[src/rtl/sreg_pkg.sv]
// Shared definitions for the shift-register serial link.
//   SREG_WORD_W       bits per frame
//   SREG_SYNC_STAGES  default synchroniser depth
//   SREG_TIMEOUT_CYC  default inter-bit timeout (receiver, SREG_RX_TIMEOUT_EN builds)
//   rx_state_t        receiver FSM states
//   sreg_cnt_w()      width of a counter that must hold 0..n inclusive
package sreg_pkg;

  localparam int SREG_WORD_W      = 42;
  localparam int SREG_SYNC_STAGES = 2;
  localparam int SREG_TIMEOUT_CYC = 64;

  typedef enum logic [1:0] {
    RX_IDLE = 2'd0,
    RX_RECV = 2'd1,
    RX_DONE = 2'd2
  } rx_state_t;

  function automatic int sreg_cnt_w(input int n);
    return $clog2(n + 1);
  endfunction

endpackage

[src/rtl/sreg_sync.sv]
// N-stage single-bit synchroniser for signals crossing into the clk domain.
// Ports:
//   clk    in  system clock
//   rst_n  in  asynchronous active-low reset (all stages clear to 0)
//   i_d    in  asynchronous input
//   o_q    out synchronised output (N clk cycles of latency)
module sreg_sync #(
  parameter int N = 2
) (
  input  logic clk,
  input  logic rst_n,
  input  logic i_d,
  output logic o_q
);

  logic [N-1:0] r_sync;

  always_ff @(posedge clk or negedge rst_n) begin
    if (!rst_n) r_sync <= '0;
    else        r_sync <= {r_sync[N-2:0], i_d};
  end

  assign o_q = r_sync[N-1];

endmodule

[src/rtl/sreg_rx_deser.sv]
// Serial receiver for the 42-bit shift-register link. Resynchronises
// sclk/sdata/sframe into clk, rebuilds LSB-first words and hands them out on a
// valid/ready interface. Flags short frames and output overruns.
// Optional inter-bit timeout: define SREG_RX_TIMEOUT_EN.
// Ports:
//   clk, rst_n    system clock, asynchronous active-low reset
//   sclk_in       serial clock (async), data sampled on its rising edge
//   sdata_in      serial data
//   sframe_in     frame strobe, high for the whole word
//   out_data      received word, stable while out_valid
//   out_valid     word pending, held until out_ready
//   out_ready     consumer accept
//   busy          receiving a frame
//   err_short     pulse: frame ended before WORD_W bits
//   err_overrun   pulse: word completed while previous still pending (new word dropped)
//   err_timeout   pulse: no sclk edge for TIMEOUT_CYC cycles mid-frame (0 without macro)
module sreg_rx_deser
  import sreg_pkg::*;
#(
  parameter int WORD_W      = SREG_WORD_W,
  parameter int SYNC_STAGES = SREG_SYNC_STAGES,
  parameter int TIMEOUT_CYC = SREG_TIMEOUT_CYC
) (
  input  logic              clk,
  input  logic              rst_n,
  input  logic              sclk_in,
  input  logic              sdata_in,
  input  logic              sframe_in,
  output logic [WORD_W-1:0] out_data,
  output logic              out_valid,
  input  logic              out_ready,
  output logic              busy,
  output logic              err_short,
  output logic              err_overrun,
  output logic              err_timeout
);

  localparam int CNT_W = sreg_cnt_w(WORD_W);

  // ---------------------------------------------------------------- input sync
  logic w_sclk_s, w_sdata_s, w_sframe_s;
  logic r_sclk_d, r_sframe_d;
  logic w_sclk_rise, w_sframe_rise, w_sframe_fall;

  sreg_sync #(.N(SYNC_STAGES)) u_sync_sclk   (.clk(clk), .rst_n(rst_n), .i_d(sclk_in),   .o_q(w_sclk_s));
  sreg_sync #(.N(SYNC_STAGES)) u_sync_sdata  (.clk(clk), .rst_n(rst_n), .i_d(sdata_in),  .o_q(w_sdata_s));
  sreg_sync #(.N(SYNC_STAGES)) u_sync_sframe (.clk(clk), .rst_n(rst_n), .i_d(sframe_in), .o_q(w_sframe_s));

  always_ff @(posedge clk or negedge rst_n) begin
    if (!rst_n) begin
      r_sclk_d   <= 1'b0;
      r_sframe_d <= 1'b0;
    end else begin
      r_sclk_d   <= w_sclk_s;
      r_sframe_d <= w_sframe_s;
    end
  end

  assign w_sclk_rise   =  w_sclk_s   & ~r_sclk_d;
  assign w_sframe_rise =  w_sframe_s & ~r_sframe_d;
  assign w_sframe_fall = ~w_sframe_s &  r_sframe_d;

  // ---------------------------------------------------------------- state
  rx_state_t         r_state, w_state_nxt;
  logic [CNT_W-1:0]  r_bit_cnt;
  logic [WORD_W-1:0] r_sreg;
  logic [WORD_W-1:0] r_out_data;
  logic              r_out_valid;
  logic              r_err_short, r_err_ovr, r_err_to;

  logic w_clr, w_shift, w_load;
  logic w_err_short, w_err_ovr, w_err_to;
  logic w_to_hit;

  // ---------------------------------------------------------------- timeout
`ifdef SREG_RX_TIMEOUT_EN
  localparam int TO_W = sreg_cnt_w(TIMEOUT_CYC);
  logic [TO_W-1:0] r_to_cnt;

  // Counts consecutive RECV cycles without an sclk edge.
  always_ff @(posedge clk or negedge rst_n) begin
    if (!rst_n)                               r_to_cnt <= '0;
    else if (r_state != RX_RECV || w_sclk_rise) r_to_cnt <= '0;
    else                                      r_to_cnt <= r_to_cnt + 1'b1;
  end

  // Fires on the TIMEOUT_CYC-th idle cycle.
  assign w_to_hit = (r_state == RX_RECV) && !w_sclk_rise &&
                    (r_to_cnt == TO_W'(TIMEOUT_CYC - 1));
`else
  logic w_unused_cfg;
  assign w_unused_cfg = (TIMEOUT_CYC > 0);  // only meaningful with the timeout built in
  assign w_to_hit     = 1'b0;
`endif

  // ---------------------------------------------------------------- FSM
  always_ff @(posedge clk or negedge rst_n) begin
    if (!rst_n) r_state <= RX_IDLE;
    else        r_state <= w_state_nxt;
  end

  always_comb begin
    w_state_nxt = r_state;
    w_clr       = 1'b0;
    w_shift     = 1'b0;
    w_load      = 1'b0;
    w_err_short = 1'b0;
    w_err_ovr   = 1'b0;
    w_err_to    = 1'b0;
    case (r_state)
      RX_IDLE: begin
        if (w_sframe_rise) begin
          w_state_nxt = RX_RECV;
          w_clr       = 1'b1;
          w_shift     = w_sclk_rise;  // edge coincident with frame start is bit 0
        end
      end
      RX_RECV: begin
        if (r_bit_cnt == CNT_W'(WORD_W)) begin
          // Full word: further sclk edges are ignored until the next frame.
          w_state_nxt = RX_DONE;
        end else if (w_to_hit) begin
          w_err_to    = 1'b1;
          w_state_nxt = RX_IDLE;
        end else if (w_sframe_fall &&
                     (r_bit_cnt + CNT_W'(w_sclk_rise)) < CNT_W'(WORD_W)) begin
          // Length check counts a bit arriving in the same cycle as the fall.
          w_err_short = 1'b1;
          w_state_nxt = RX_IDLE;
        end else begin
          w_shift = w_sclk_rise;
        end
      end
      RX_DONE: begin
        w_state_nxt = RX_IDLE;
        if (!r_out_valid || out_ready) w_load    = 1'b1;
        else                           w_err_ovr = 1'b1;
      end
      default: w_state_nxt = RX_IDLE;
    endcase
  end

  // ---------------------------------------------------------------- datapath
  logic [WORD_W-1:0] w_sreg_base;
  logic [CNT_W-1:0]  w_cnt_base;

  assign w_sreg_base = w_clr ? '0 : r_sreg;
  assign w_cnt_base  = w_clr ? '0 : r_bit_cnt;

  always_ff @(posedge clk or negedge rst_n) begin
    if (!rst_n) begin
      r_sreg    <= '0;
      r_bit_cnt <= '0;
    end else if (w_clr || w_shift) begin
      r_sreg    <= w_shift ? {w_sdata_s, w_sreg_base[WORD_W-1:1]} : w_sreg_base;
      r_bit_cnt <= w_cnt_base + CNT_W'(w_shift);
    end
  end

  always_ff @(posedge clk or negedge rst_n) begin
    if (!rst_n) begin
      r_out_data  <= '0;
      r_out_valid <= 1'b0;
    end else if (w_load) begin
      r_out_data  <= r_sreg;
      r_out_valid <= 1'b1;
    end else if (r_out_valid && out_ready) begin
      r_out_valid <= 1'b0;
    end
  end

  always_ff @(posedge clk or negedge rst_n) begin
    if (!rst_n) begin
      r_err_short <= 1'b0;
      r_err_ovr   <= 1'b0;
      r_err_to    <= 1'b0;
    end else begin
      r_err_short <= w_err_short;
      r_err_ovr   <= w_err_ovr;
      r_err_to    <= w_err_to;
    end
  end

  assign out_data    = r_out_data;
  assign out_valid   = r_out_valid;
  assign busy        = (r_state == RX_RECV);
  assign err_short   = r_err_short;
  assign err_overrun = r_err_ovr;
  assign err_timeout = r_err_to;

endmodule

[config.mk]
export PLATFORM = sky130hd
export DESIGN_NAME = sreg_rx_deser
export DESIGN_NICKNAME = d
export VERILOG_FILES = /design/src/rtl/sreg_pkg.sv /design/src/rtl/sreg_sync.sv /design/src/rtl/sreg_rx_deser.sv
export SDC_FILE = /design/constraint.sdc
export NUM_CORES = 1
export LEC_CHECK = 0
export CORE_MARGIN = 2
export CORE_UTILIZATION = 35
export DETAILED_ROUTE_END_ITERATION = 12
export MAX_ROUTING_LAYER = met4
export SYNTH_ARGS = -nofsm -noshare
export SYNTH_HDL_FRONTEND = slang
export SYNTH_SLANG_ARGS = --single-unit
[constraint.sdc]
create_clock -name clk -period 3.6 [get_ports clk]
set_clock_uncertainty 0.15 [all_clocks]
set_input_delay 0.9 -clock clk [delete_from_list [all_inputs] [get_ports clk]]
set_output_delay 0.9 -clock clk [all_outputs]
set_load 0.01 [all_outputs]
### Word-level counts from Yosys, hierarchy flattened

Cells that the tools add are included.

| storage, ports and cells | value |
|---|---|
| flip-flop bits (word level) | 103 |
| input port bits | 6 |
| output and inout bits | 47 |

| cells by class | value |
|---|---|
| $add $sub $neg | 2 |
| magnitude comparators | 1 |
| eq/ne operators | 5 |
| muxes and demuxes | 22 |
| bitwise logic cells | 6 |
| reductions and logical operators | 10 |

Operators with widths:

| operator | count |
|---|---|
| two-way mux 42 bit | 2 |
| two-way mux 1 bit | 14 |
| adder 6 x 1 -> 6 bit | 2 |
| equality test 6 bit, second input constant | 1 |
| less-than comparator 6 bit, second input constant | 1 |
| two-way mux 2 bit | 3 |
| two-way mux 6 bit | 1 |
| one-hot mux 2 bit (2 select lines) | 1 |
| AND reduction 2 bit | 2 |
| nonzero test 2 bit | 2 |
| AND 1 bit | 3 |
| != test 3 x 1 -> 1 bit, second input constant | 1 |
| NOT 1 bit | 3 |
| equality test 2 x 1 -> 1 bit, second input constant | 1 |
| equality test 2 bit, second input constant | 1 |
| logical AND 1 bit | 2 |
| logical NOT 2 bit | 1 |
| logical OR 1 bit | 2 |
| != test 2 bit, second input constant | 1 |
| one-hot mux 1 bit (2 select lines) | 1 |
| logical NOT 1 bit | 1 |

### Logic depth before layout (Yosys ltp)

| logic depth | value |
|---|---|
| depth in word-level cells | 10 |
| mapped depth | 12 |
| mapped depth without buffers | 12 |

### Hierarchy

From an unflattened synthesis, not the netlist that was laid out.

| second synthesis, totals | value |
|---|---|
| cells, all modules | 310 |
| area, all modules | 4,165.2 µm² |

By module, submodules not included:

| module | instances | cells an instance | area each (µm²) |
|---|---|---|---|
| sreg_rx_deser | 1 | 304 | 4,015.1 |
| sreg_sync | 3 | 2 | 50.0 |

### Worst setup path before layout

No wires, ideal clock.

| timing | value |
|---|---|
| path kind | register to register |
| from | register r_sclk_d |
| to | register r_bit_cnt[2] |
| setup time | 0.125 ns |
| data arrival time | 2.541 ns |
| data required time | 3.325 ns |
| setup slack | 0.784 ns |
| stages on the path, launching flop included | 12 |
| buffers on the path | 0 |
| clock period less this slack | 2.816 ns |
| cell sequence | dfrtp_1 > and3b_1 > ha_1 > mux2_2 > o21ai_0 > o211ai_1 > a31oi_1 > inv_1 > ha_1 > ha_1 > nand4_1 > mux2_2 |

| on the way | value |
|---|---|
| word-level cells in the longest chain between the ends | 9 |

RTL lines:

| item | line | source |
|---|---|---|
| start, declared | sreg_rx_deser.sv:42 | `logic r_sclk_d, r_sframe_d;` |
| start signal, assigned | sreg_rx_deser.sv:54 | `r_sclk_d <= w_sclk_s;` |
| NOT 1 bit (*) | sreg_rx_deser.sv:59 | `assign w_sclk_rise = w_sclk_s & ~r_sclk_d;` |
| AND 1 bit (*) | sreg_rx_deser.sv:59 |  |
| adder 6 x 1 -> 6 bit | sreg_rx_deser.sv:126 | `(r_bit_cnt + CNT_W'(w_sclk_rise)) < CNT_W'(WORD_W)) begin` |
| less-than comparator 6 bit | sreg_rx_deser.sv:126 |  |
| logical AND 1 bit | sreg_rx_deser.sv:125 | `end else if (w_sframe_fall &&` |
| two-way mux 1 bit | sreg_rx_deser.sv:125 |  |
| two-way mux 1 bit | sreg_rx_deser.sv:119 | `if (r_bit_cnt == CNT_W'(WORD_W)) begin` |
| one-hot mux 1 bit (2 select lines) (*) | sreg_rx_deser.sv:110 | `case (r_state)` |
| adder 6 x 1 -> 6 bit / logical OR 1 bit (equally long branches) | sreg_rx_deser.sv:156, sreg_rx_deser.sv:154 |  |
| end signal, assigned | sreg_rx_deser.sv:156 | `r_bit_cnt <= w_cnt_base + CNT_W'(w_shift);` |
| end, declared | sreg_rx_deser.sv:65 | `logic [CNT_W-1:0] r_bit_cnt;` |

Every way passes the cells marked *; elsewhere a longest branch is shown, timed or not.
A chain may end at the register's enable or synchronous reset.

### Worst setup path in the final report

Ends and elaborated chain as after synthesis.

==> run summary <==
STA
----------------------------------------------------------------------------------------------------
Pin slew with the least headroom to its limit                                               0.931 ns
Fin Setup TNS                                                                                   0 ns
Fin crit share                                                                                 0.868
Count of final max-slew check failures                                                             0
Unrepaired setup endpoints after global routing                                                false
Maximum frequency from static timing analysis                                                320 MHz
Final setup violation count                                                                        0
Slew margin rel.                                                                               0.379
Fin crit period                                                                              3.12 ns
Final hold vios                                                                                    0

DETAILED ROUTING
----------------------------------------------------------------------------------------------------
Number of remaining DRC errors                                                                     3
Remaining antenna violation count after routing                                                    0
Drt first pass iters                                                                               9
Initial DRC Count                                                                                108
Drt total wl                                                                                 7480 um
Routed via count                                                                                2468
Via/cell ratio                                                                                  4.85
Mean routed wirelength per cell                                                              14.7 um

POWER AND IR DROP
----------------------------------------------------------------------------------------------------
Power Dens Cells                                                                         472 mW/mm^2
Peak supply drop                                                                            0.179 mV
Leakage dissipation                                                                          2.66 nW

CTS
----------------------------------------------------------------------------------------------------
Max Buffers Root-to-Sink                                                                           2
Clock tree from TritonCTS                                                                       done
Number of buffers created by CTS                                                                   9
CTS Sinks                                                                                        103
Insertion delay of the later-clocked pin in the worst-skew pair                              0.34 ns
Clock root buffer                                                                          clkbuf_16
Number of levels in the clock H-tree                                                               3
CTS resizes                                                                                        0
Clock-pin slew reported for the worst setup and hold paths after clock tree synthesis        0.07 ns
Count of buffers added by post-CTS timing repair for setup                                         0
Post-CTS Hold Buffers                                                                              0

SYNTHESIS
----------------------------------------------------------------------------------------------------
Cell count after synthesis                                                                       310
Synthesized cell area                                                                   0.00417 sq mm
Post-Synth XOR/XNOR Area                                                                           0
Number of flip-flops and latches in the synthesized netlist                                      103
Simple-gate share of the synthesized area                                                     0.0967
Post-synthesis compound-gate area fraction                                                    0.0201
EDFF count, synth                                                                                  0
Adder and majority cell fraction of the synthesized area                                     0.00901
Number of warning messages in the yosys log                                                        0
Share of synthesized registers carrying an async set or reset                                   1.00
Average cell area after synthesis                                                         13.4 sq um
Dominant combinational cell family by area after synthesis                              multiplexers
Ys flop type                                                                                 dfrtp_1
Portion of netlist area occupied by mux cells                                                  0.227
Sequential-to-total area share from yosys stat                                                 0.619
Mapped Nets                                                                                      319
Library cells used by synthesis                                                                   30

STATUS
----------------------------------------------------------------------------------------------------
Result of the run                                                                       complete, but fails checks
Violations in the final reports                                                         design-rule violations

SETUP PATH
----------------------------------------------------------------------------------------------------
Count of cells along the worst register-to-register path                                          11
Arrival time worst endpoint                                                                  3.20 ns
Kind of start point of the critical path                                                   flip-flop
Worst Setup Path Type                                                                        reg2reg
Data required, critical path                                                                 3.68 ns
Highest fanout seen on the critical path                                                           8
Endpoint kind of the worst setup timing path                                               flip-flop

PLACED DESIGN
----------------------------------------------------------------------------------------------------
Number of buffer cells added on primary ports                                                     51
Gpl congestion                                                                                 0.726
Half-perimeter wire length of the detailed placement result                                  4850 um

GLOBAL ROUTING
----------------------------------------------------------------------------------------------------
Wire length of the first global-routing pass                                                13100 um
Number of global-route vias before repair                                                       2578
Pin count of the biggest net entering global routing                                              76
Overall routing resource usage                                                                 0.133
Total congestion overflow                                                                          0
Initial antenna violation count                                                                    0

WORST HOLD PATH
----------------------------------------------------------------------------------------------------
Path class of the lowest-slack min-delay path                                                reg2reg
Worst hold stages                                                                                  0

FLOORPLANNING
----------------------------------------------------------------------------------------------------
Number of top-level pins                                                                          53
Core area                                                                               0.0115 sq mm
Die Footprint                                                                           0.0128 sq mm
Starting density of the core                                                                   0.362
Vertical extent of the die                                                                    113 um
Site row count                                                                                    39
Die Wd                                                                                        113 um

LAYOUT
----------------------------------------------------------------------------------------------------
Commonest non-fill, non-tap cells in the layout                                         dfrtp_1 (103), nand2_1 (51), clkdlybuf4s50_1 (50), mux2_2 (45), mux2i_1 (44)
Proportion of layout cells with a drive suffix above 1                                         0.194
Number of filler instances in the final layout                                                  1059
Number of diodes                                                                                   0
Area growth from synthesis to final layout                                                     24.2%
Most common cell after layout, fill and taps aside                                           dfrtp_1
Final core utilization                                                                         0.449
Layout Nets                                                                                      370

JOB
----------------------------------------------------------------------------------------------------
Number of max-cap violations                                                                       0

## worst max-delay path, stage by stage, from the launching register on
cell	delay, ns
dfrtp_1	0.38
and3b_1	0.22
ha_1	0.20
mux2_2	0.34
o21ai_0	0.16
o211ai_1	0.32
a31oi_1	0.32
inv_1	0.08
ha_1	0.21
ha_1	0.21
nand4_1	0.09
mux2_2	0.34
## final timing paths
kind                                        from                     to  slack, ns
max                                     r_sclk_d           r_bit_cnt[2]       0.48
min                        u_sync_sclk.r_sync[0]  u_sync_sclk.r_sync[1]       0.20
max reg2reg                             r_sclk_d           r_bit_cnt[2]       0.48
min reg2reg                u_sync_sclk.r_sync[0]  u_sync_sclk.r_sync[1]       0.20
max in group asynchronous                  rst_n           out_data[26]       1.98
min in group asynchronous                  rst_n            err_overrun       0.55
## cell families (layout without fill, tap and decap cells)
logic type | after synthesis | after routing
compound gates | 13 | 13
mux | 89 | 89
fa+ha+maj | 3 | 3
simple gates | 80 | 80
flops | 103 | 103
other cells | 1 | 1
buf+inv | 21 | 77
## per-stage QoR
step	cells	setup slack (ns)	instance area (sq um)	hold WS [ns]	power, mW
after floorplan	310	0.784	4170	0.181	1.29
after global placement	493	0.646	4820	0.188	1.34
after detailed placement	493	0.515	4820	0.192	1.34
after CTS	509	0.486	5170	0.208	2.48
after global routing	509	0.340	5170	0.219	2.54
final	509	0.476	5170	0.205	2.44
## where the power goes
group | total [mW] | internal [mW] | switching [mW]
combinational | 0.120 | 0.0484 | 0.0717
clock | 1.13 | 0.699 | 0.428
sequential | 1.20 | 1.18 | 0.0186
## cells in the mapped netlist (2+ instances only)
master	instances	area share
nand2_1	51	0.046
o21ai_0	6	0.0072
a21oi_1	2	0.0024
mux2_2	45	0.12
nand4_1	4	0.0060
nor2b_1	3	0.0045
inv_1	5	0.0045
and2_1	3	0.0045
clkbuf_1	11	0.0099
and3_1	2	0.0030
ha_1	3	0.0090
nor4b_1	2	0.0042
nand2b_1	5	0.0075
mux2i_1	44	0.11
dfrtp_1	103	0.62
a31oi_1	2	0.0030
nor2_1	3	0.0027
buf_6	4	0.011
## area by class of cell
class                      count  area, sq um  share of cell area
inverter                       5         18.8             0.00363
sequential                   103         2580               0.498
clock buffer                  11          243              0.0469
timing repair buffer          56          571               0.110
clock inverter                 5          105              0.0203
tap                          143          179              0.0346
multi-input combinational    186         1480               0.286
## routing by layer
layer  part of all wire  global-route usage  up-vias
li1                   -                   -     1166
met1               0.49               0.185     1243
met2               0.45               0.190       49
met3              0.037              0.0316       10
met4              0.018              0.0488        0
met5                  0                   -        -
## state kept, by name, indices dropped and copies added (netlist names), 2 cells and up
register,flops
u_sync_sframe.r_sync,2
r_bit_cnt,6
r_state,2
u_sync_sdata.r_sync,2
u_sync_sclk.r_sync,2
r_sreg,42
out_data,42
(Power assumes the default switching activity.)
